[config.mk]
export PLATFORM = sky130hd
export DESIGN_NAME = div_scheduler_flat
export DESIGN_NICKNAME = d
export VERILOG_FILES = /design/src/rtl/div_scheduler_if.sv /design/src/rtl/div_scheduler.sv /design/src/flat_wrapper.sv
export SDC_FILE = /design/constraint.sdc
export NUM_CORES = 1
export LEC_CHECK = 0
export ABC_AREA = 1
export CAP_MARGIN = 5
export CORE_MARGIN = 2
export CORE_UTILIZATION = 46
export DETAILED_ROUTE_END_ITERATION = 7
export GPL_TIMING_DRIVEN = 1
export PLACE_DENSITY_LB_ADDON = 0.12
export SYNTH_ARGS = -nofsm -noshare
export SYNTH_HDL_FRONTEND = slang
export SYNTH_SLANG_ARGS = --single-unit
[constraint.sdc]
create_clock -name clk -period 2.83 [get_ports clk]
set_input_delay 0.566 -clock clk [delete_from_list [all_inputs] [get_ports clk]]
set_output_delay 0.566 -clock clk [all_outputs]
set_load 0.005 [all_outputs]
[src/rtl/div_scheduler_if.sv]
// Request/result bundle between the per-thread ALUs and the shared divider.
// Handshake: a thread holds req[i] with stable intent until done[i] pulses for one
// cycle; result is valid only while a done bit is high; busy/grant_id describe the
// divide currently in flight.
interface div_scheduler_if #(
  parameter int THREADS   = 4,
  parameter int DATA_BITS = 8
);
  localparam int ID_W = $clog2(THREADS);

  logic [THREADS-1:0]           req;
  logic [THREADS*DATA_BITS-1:0] rs;
  logic [THREADS*DATA_BITS-1:0] rt;
  logic [THREADS-1:0]           done;
  logic [DATA_BITS-1:0]         result;
  logic                         busy;
  logic [ID_W-1:0]              grant_id;

  modport master (
    output req, rs, rt,
    input  done, result, busy, grant_id
  );

  modport slave (
    input  req, rs, rt,
    output done, result, busy, grant_id
  );
endinterface

[src/rtl/div_scheduler.sv]
// Shared iterative signed divider with a round-robin scheduler: one restoring
// divide in flight at a time, one quotient bit per cycle, result on a shared bus.
module div_scheduler #(
  parameter int THREADS   = 4,
  parameter int DATA_BITS = 8
) (
  input  logic             clk,
  input  logic             reset,
  div_scheduler_if.slave   bus,
  output logic [1:0]       dbg_state
);

  localparam int ID_W  = $clog2(THREADS);
  localparam int CNT_W = $clog2(DATA_BITS);
  localparam logic [ID_W-1:0]  LAST_INIT = ID_W'(THREADS - 1);
  localparam logic [ID_W:0]    THREADS_W = (ID_W + 1)'(THREADS);
  localparam logic [CNT_W-1:0] CNT_LAST  = CNT_W'(DATA_BITS - 1);

  typedef enum logic [1:0] {
    IDLE = 2'd0,
    ITER = 2'd1,
    FIX  = 2'd2,
    DONE = 2'd3
  } state_t;

  state_t state, next_state;

  logic [ID_W-1:0]      last, gid, win;
  logic                 found;
  logic [DATA_BITS-1:0] rs_arr [THREADS];
  logic [DATA_BITS-1:0] rt_arr [THREADS];
  logic [DATA_BITS-1:0] rs_win, rt_win;
  logic                 rt_zero;
  logic [DATA_BITS-1:0] rem, quo, dvs;
  logic                 sign;
  logic [CNT_W-1:0]     cnt;
  logic [DATA_BITS:0]   shifted, diff;
  logic                 qbit;
  logic [THREADS-1:0]   done_r;
  logic [DATA_BITS-1:0] result_r;

  function automatic logic [DATA_BITS-1:0] mag(input logic [DATA_BITS-1:0] x);
    // Two's-complement negate of the most negative value wraps to itself, which
    // read as unsigned is exactly its magnitude.
    return x[DATA_BITS-1] ? -x : x;
  endfunction

  function automatic logic [THREADS-1:0] onehot(input logic [ID_W-1:0] i);
    logic [THREADS-1:0] v;
    v    = '0;
    v[i] = 1'b1;
    return v;
  endfunction

  always_comb begin
    for (int t = 0; t < THREADS; t++) begin
      rs_arr[t] = bus.rs[t*DATA_BITS +: DATA_BITS];
      rt_arr[t] = bus.rt[t*DATA_BITS +: DATA_BITS];
    end
  end

  // Round-robin: scan from last+1 upward, wrapping, first requester wins.
  always_comb begin
    logic [ID_W:0] sum;
    found = 1'b0;
    win   = '0;
    sum   = '0;
    for (int k = 1; k <= THREADS; k++) begin
      sum = {1'b0, last} + (ID_W + 1)'(k);
      if (sum >= THREADS_W) sum = sum - THREADS_W;
      if (!found && bus.req[sum[ID_W-1:0]]) begin
        found = 1'b1;
        win   = sum[ID_W-1:0];
      end
    end
  end

  assign rs_win  = rs_arr[win];
  assign rt_win  = rt_arr[win];
  assign rt_zero = (rt_win == '0);

  // Borrow out of the trial subtraction decides the quotient bit.
  assign shifted = {rem, quo[DATA_BITS-1]};
  assign diff    = shifted - {1'b0, dvs};
  assign qbit    = ~diff[DATA_BITS];

  always_ff @(posedge clk or negedge reset) begin
    if (!reset) state <= IDLE;
    else        state <= next_state;
  end

  always_comb begin
    next_state = state;
    case (state)
      IDLE: if (found) next_state = rt_zero ? DONE : ITER;
      ITER: if (cnt == CNT_LAST) next_state = FIX;
      FIX:  next_state = DONE;
      DONE: next_state = IDLE;
      default: next_state = IDLE;
    endcase
  end

  always_ff @(posedge clk or negedge reset) begin
    if (!reset) begin
      last     <= LAST_INIT;
      gid      <= '0;
      rem      <= '0;
      quo      <= '0;
      dvs      <= '0;
      sign     <= 1'b0;
      cnt      <= '0;
      done_r   <= '0;
      result_r <= '0;
    end else begin
      done_r <= '0;
      case (state)
        IDLE: begin
          if (found) begin
            gid  <= win;
            last <= win;
            sign <= rs_win[DATA_BITS-1] ^ rt_win[DATA_BITS-1];
            quo  <= mag(rs_win);
            dvs  <= mag(rt_win);
            rem  <= '0;
            cnt  <= '0;
            if (rt_zero) begin
              result_r <= '1;
              done_r   <= onehot(win);
            end
          end
        end
        ITER: begin
          rem <= qbit ? diff[DATA_BITS-1:0] : shifted[DATA_BITS-1:0];
          quo <= {quo[DATA_BITS-2:0], qbit};
          cnt <= cnt + CNT_W'(1);
        end
        FIX: begin
          result_r <= sign ? -quo : quo;
          done_r   <= onehot(gid);
        end
        default: ;
      endcase
    end
  end

  assign bus.done     = done_r;
  assign bus.result   = result_r;
  assign bus.busy     = (state != IDLE);
  assign bus.grant_id = gid;
  assign dbg_state    = state;

endmodule

[src/flat_wrapper.sv]
// flat-port wrapper written by rule: the top's interface ports become plain ports
module div_scheduler_flat 
#(
  parameter int THREADS   = 4,
  parameter int DATA_BITS = 8
)
  (clk, reset, dbg_state, bus_req, bus_rs, bus_rt, bus_done, bus_result, bus_busy, bus_grant_id);
  div_scheduler_if #(.THREADS(THREADS), .DATA_BITS(DATA_BITS)) bus_i ();
  input  logic clk;
  input  logic reset;
  output logic [1:0] dbg_state;
  input wire logic [$bits(bus_i.req)-1:0] bus_req;
  input wire logic [$bits(bus_i.rs)-1:0] bus_rs;
  input wire logic [$bits(bus_i.rt)-1:0] bus_rt;
  output wire logic [$bits(bus_i.done)-1:0] bus_done;
  output wire logic [$bits(bus_i.result)-1:0] bus_result;
  output wire logic [$bits(bus_i.busy)-1:0] bus_busy;
  output wire logic [$bits(bus_i.grant_id)-1:0] bus_grant_id;
  assign bus_i.req = bus_req;
  assign bus_i.rs = bus_rs;
  assign bus_i.rt = bus_rt;
  assign bus_done = bus_i.done;
  assign bus_result = bus_i.result;
  assign bus_busy = bus_i.busy;
  assign bus_grant_id = bus_i.grant_id;
  div_scheduler #(.THREADS(THREADS), .DATA_BITS(DATA_BITS)) u_core (.clk(clk), .reset(reset), .bus(bus_i), .dbg_state(dbg_state));
endmodule
## Word level (Yosys, flattened, before mapping)

Cells that the tools add are included.

| storage, ports and cells | value |
|---|---|
| bits in registers | 46 |
| input port bits | 70 |
| output and inout port bits | 17 |
| word-level logic and storage cells | 113 |

| operators by class | value |
|---|---|
| add/subtract/negate cells | 13 |
| order comparisons | 13 |
| equality and inequality tests | 7 |
| muxes and demuxes | 50 |
| bitwise logic cells | 3 |
| reduce and logical (&&, ||, !) cells | 17 |

Operators by type and width:

| operator | number |
|---|---|
| 8-bit 2-to-1 mux | 12 |
| 8-bit case mux with 2 select lines | 3 |
| 8-bit binary-select mux with 2-bit select | 2 |
| 8-bit negator | 3 |
| 2-bit 2-to-1 mux | 11 |
| 2-bit by 3-bit < comparator with 1-bit output, second input constant | 6 |
| 3-bit >= comparator, second input constant | 5 |
| 1-bit 2-to-1 mux | 10 |
| 9-bit by 8-bit subtractor with 9-bit output | 1 |
| 1-bit binary-select mux with 2-bit select | 4 |
| 8-bit logical NOT | 1 |
| 4-bit 2-to-1 mux | 2 |
| 2-bit case mux with 4 select lines | 1 |
| 4-bit case mux with 2 select lines | 1 |
| 2-bit by 1-bit subtractor with 2-bit output, second input constant | 4 |
| 2-bit by 2-bit adder with 3-bit output, second input constant | 2 |
| 2-bit by 1-bit != test with 1-bit output, second input constant | 3 |
| 3-bit case mux with 2 select lines | 1 |
| 2-bit AND reduction | 3 |
| 2-bit nonzero test | 3 |
| 1-bit logical AND | 5 |
| 1-bit demux with 2-bit select | 2 |
| 2-bit == test, second input constant | 2 |
| 2-bit by 1-bit >= comparator with 1-bit output, second input constant | 2 |
| 12 further kinds | 14 |

## Longest topological paths before layout

| depth | value |
|---|---|
| word-level depth | 23 |
| gate-level depth with buffers | 25 |
| mapped depth without buffers | 23 |

## Least setup slack after synthesis

OpenSTA, ideal clock, no wires.

| path | value |
|---|---|
| path kind | flip-flop to flip-flop |
| start | register u_core.last[0] |
| end | register u_core.result_r[0] (netlist: u_core.bus.result[0]) |
| setup time | 0.117 ns |
| data arrival time | 2.724 ns |
| slack | -0.011 ns |
| cell stages (with the launch flop) | 23 |
| path buffers | 4 |
| period minus slack after synthesis | 2.841 ns |
| path through | dfstp_2 -> buf_6 -> inv_6 -> nand2_1 -> nand2_1 -> nand2_1 -> nand2_2 -> clkinv_2 -> nand2_1 -> nand2_4 -> nand3_4 -> buf_6 -> buf_6 -> nor3_1 -> nor2_1 -> nand2_1 -> ha_1 -> inv_1 -> nor3_4 -> nand4_2 -> buf_6 -> nand3_1 -> nand2_1 |

| between the ends | value |
|---|---|
| word-level cells in the longest chain between the ends | 22 |
| elaborated cells on any way between the ends | 46 |

RTL lines:

| what | RTL line | text |
|---|---|---|
| start, declared | div_scheduler.sv:28 | `logic [ID_W-1:0] last, gid, win;` |
| start signal, assigned | div_scheduler.sv:120 | `last <= win;` |
| 2-bit by 1-bit adder with 3-bit output | div_scheduler.sv:69 | `sum = {1'b0, last} + (ID_W + 1)'(k);` |
| 3-bit >= comparator or 2-bit by 1-bit subtractor with 2-bit output (tied branches) | div_scheduler.sv:70 | `if (sum >= THREADS_W) sum = sum - THREADS_W;` |
| 2-bit 2-to-1 mux | div_scheduler.sv:70 |  |
| 1-bit binary-select mux with 2-bit select | div_scheduler.sv:71 | `if (!found && bus.req[sum[ID_W-1:0]]) begin` |
| 1-bit 2-to-1 mux (implied by the code) | div_scheduler.sv:71 |  |
| 1-bit 2-to-1 mux | div_scheduler.sv:71 |  |
| 1-bit logical NOT | div_scheduler.sv:71 |  |
| 1-bit logical AND | div_scheduler.sv:71 |  |
| [... 5 more ...] | n/a |  |
| 1-bit logical AND | div_scheduler.sv:71 |  |
| 2-bit 2-to-1 mux | div_scheduler.sv:71 |  |
| 2-bit inverter with 3-bit output (implied by the code) | div_scheduler.sv:79 | `assign rt_win = rt_arr[win];` |
| 8-bit binary-select mux with 2-bit select | div_scheduler.sv:79 |  |
| 8-bit 2-to-1 mux (implied by the code) (2 in a row) | div_scheduler.sv:79 |  |
| 8-bit logical NOT | div_scheduler.sv:80 | `assign rt_zero = (rt_win == '0);` |
| 2-bit by 1-bit != test with 1-bit output (no line) | n/a |  |
| 3-bit AND reduction (no line) * | n/a |  |
| end signal, assigned | div_scheduler.sv:138 | `result_r <= sign ? -quo : quo;` |
| end, declared | div_scheduler.sv:40 | `logic [DATA_BITS-1:0] result_r;` |

Every way passes the cells marked *; elsewhere a longest branch is shown, timed or not. The select of a mux whose other input is x is not followed.
A chain may end at the register's enable or synchronous reset.

## Final worst setup path

| path | value |
|---|---|
| start | register u_core.last[0] |
| end | register u_core.result_r[6] (netlist: u_core.bus.result[6]) |

Same word-level chain as after synthesis.

==> results.json <==
{
  "finalClockSkew_ns": 0.0121,
  "r2r-start": "u_core.last[0]$_DFFE_PN1P_",
  "clockRootBuffer": "clkbuf_8",
  "r2r_end": "u_core.bus.result[6]$_DFFE_PN0P_",
  "fin_util": 0.733,
  "pin_count": 87,
  "critPathArrivalTime_ns": 3.12,
  "cts-htree-levels": 2,
  "synth_area_leaders": "dfrtp_1, nand2_1, ha_1, o21ai_0, inv_1",
  "areaGrowthSynthToFinish_pct": 52.2,
  "synthDistinctLibCells": 44,
  "viasPerCell": 5.20,
  "max_slew_margin": 0.724,
  "hold_path_class": "in -> async",
  "r2r_cells": 19,
  "die_area_mm2": 0.00892,
  "insertion_delay_ns": 0.30,
  "r2r_setup_slack_ns": -0.09,
  "yosysTopAreaCell": "dfrtp_1",
  "cts_hold_buffers": 0,
  "grt_pass1_wl_um": 18200,
  "design.core.area_mm2": 0.00781,
  "synth_seq_cells": 46,
  "routed_wl_um": 11700,
  "cp_max_fo": 8,
  "period_needed_ns": 2.92,
  "finalNetCount": 816,
  "slew_viol_final": 0,
  "grt_util_all_layers": 0.256,
  "post-route-period-util": 1.03,
  "io_buffers": 86,
  "synth-seq-area-share": 0.307,
  "worst_pin_slew_ns": 0.413,
  "row_count": 32,
  "initial_utilization": 0.482,
  "final_antenna_net_count": 0,
  "n_antenna_cell": 0,
  "violations": "setup timing",
  "drc": 0,
  "synthCells": 566,
  "syn_nets": 653,
  "antenna_found_initial": 0,
  "grt_pass1_vias": 4153,
  "cp.required_ns": 3.03,
  "final_common_cell": "nand2_1",
  "die_w_um": 94.4,
  "worstSetupEndpointType": "flip-flop",
  "vias": 4326,
  "startpoint_type": "flip-flop",
  "die_y_um": 94.4,
  "rsz0062_at_grt": "true",
  "cts_sinks": 46,
  "post_synth.cell_area_avg_um2": 6.65,
  "setup_viol": 13,
  "finalWorstSetupSlack_ns": -0.0873,
  "maxCapViolCount": 0,
  "path_class": "reg -> reg",
  "clockBufferDepth": 2,
  "hold_violations": 0,
  "wl_per_cell_um": 14.1,
  "grt_overflow": 0,
  "synthesis.area_mm2": 0.00376,
  "place_congestion": 0.857,
  "yosysTopAreaCellShare": 0.293,
  "detail_route.iter0.violations": 179,
  "max_freq_mhz": 343,
  "final_cell_mix": "nand2_1, clkdlybuf4s50_1, buf_4",
  "grt_max_degree": 29,
  "outcome": "finished, violations left",
  "layout-drive-gt1-share": 0.271,
  "clk_pin_slew_ns": 0.09,
  "firstDrtPassIters": 5,
  "cts_buffers": 5,
  "fill_cells": 620,
  "ys_warn_count": 0,
  "dp_hpwl_um": 8610,
  "cts_tree": "built"
}
what timing repair did:
action	4_1_cts	5_1_grt
pin swaps	33	23
hold endpoints to repair	0	0
setup endpoints to repair	11	36
cloned	0	1
gates resized for setup	53	43
setup buffers	16	8
worst max-delay path, cell delays in order (launching register included):
cell     delay, ns
dfstp_2       0.62
inv_6         0.07
nand2_1       0.11
nand2_2       0.08
nand2_1       0.08
nand2_2       0.07
o21ai_1       0.15
nand2_1       0.08
nand2_2       0.08
nand2_4       0.10
buf_12        0.15
buf_4         0.13
buf_4         0.14
nand2_2       0.08
nand3_4       0.09
nor3_4        0.29
nand4_4       0.17
buf_6         0.19
nand3_1       0.06
nand2_1       0.06
worst max path at each step:
| stage | start | end | depth (start not counted) |
|---|---|---|---|
| 3_5_place_dp | bus_req[0] | u_core.bus.result[4]$_DFFE_PN0P_ | 23 |
| 2_1_floorplan | u_core.last[0]$_DFFE_PN1P_ | u_core.bus.result[0]$_DFFE_PN0P_ | 22 |
| 6_report | u_core.last[0]$_DFFE_PN1P_ | u_core.bus.result[6]$_DFFE_PN0P_ | 19 |
| 5_1_grt | u_core.last[0]$_DFFE_PN1P_ | u_core.bus.result[3]$_DFFE_PN0P_ | 19 |
| 3_3_place_gp | bus_req[0] | u_core.bus.result[6]$_DFFE_PN0P_ | 23 |
| 4_1_cts | u_core.last[0]$_DFFE_PN1P_ | u_core.bus.result[0]$_DFFE_PN0P_ | 23 |
cell usage after synthesis:
master      n
nor2_1     31
nor2_4      3
a22o_1      2
clkinv_2    1
o21ai_0    37
nor2_2      1
nand4_2     1
o21ai_2     2
a21oi_1    23
fa_1        1
ha_1       16
nor3_4      1
clkbuf_1    6
o21ai_1     6
xor2_1      5
buf_2       5
nand3_1    34
dfrtp_1    44
xnor2_1     2
nand2_1   229
nand3_4     3
and2_1      1
inv_2       6
nand3_2     2
o32ai_1     2
or2_2       1
nand3b_4    1
or2_1       1
nor3_1      4
nor2_8      1
o22ai_1     4
o211ai_1    2
nand2_2    13
nand2_4     2
a22oi_1     1
a21oi_2     1
buf_6       6
clkinv_1    1
dfstp_2     2
nand4_1     9
o21bai_1    2
a31oi_1     1
inv_6       1
inv_1      49
stage by stage:
stage	setup TNS (ns)	instance area, µm²	cells	setup WS [ns]	hold slack [ns]
2_1_floorplan	0	3760	566	0.0564	0.270
6_report	-0.792	5720	832	-0.0873	0.183
4_1_cts	-0.259	5500	823	-0.0335	0.179
5_1_grt	-3.68	5720	832	-0.231	0.198
3_3_place_gp	-5.98	5130	799	-0.318	0.470
3_5_place_dp	-8.00	5130	799	-0.412	0.468
layout make-up:
type / count / area [µm²] / share of cell area
clock inverter: 2 / 13.8 / 0.00240
timing repair buffer: 173 / 1570 / 0.275
inverter: 58 / 233 / 0.0407
clock buffer: 6 / 72.6 / 0.0127
sequential: 46 / 1150 / 0.202
multi-input combinational: 445 / 2550 / 0.445
tap: 102 / 128 / 0.0223
cell families after synthesis:
| family | count (synthesis) | share of synthesized area |
|---|---|---|
| simple gates | 338 | 0.406 |
| compound gates | 83 | 0.122 |
| buf+inv | 75 | 0.0901 |
| flops | 46 | 0.307 |
| fa+ha+maj | 17 | 0.0585 |
| xor+xnor | 7 | 0.0163 |
state kept, by name, summed over array words and instances, names as in the netlist:
register,flops
u_core.bus.result,8
u_core.last,2
u_core.dbg_state,2
u_core.dvs,8
u_core.cnt,3
u_core.quo,8
u_core.rem,8
u_core.bus.grant_id,2
u_core.bus.done,4
u_core.sign,1
routing by layer:
layer | track usage | wire, µm
met4 | 0.0688 | 327
met3 | 0.0319 | 454
met1 | 0.304 | 4940
met5 | 0 | 0
met2 | 0.483 | 5980
Power is not shown: default switching activity piles up to over one toggle a cycle in this logic, so the estimate is an artifact.
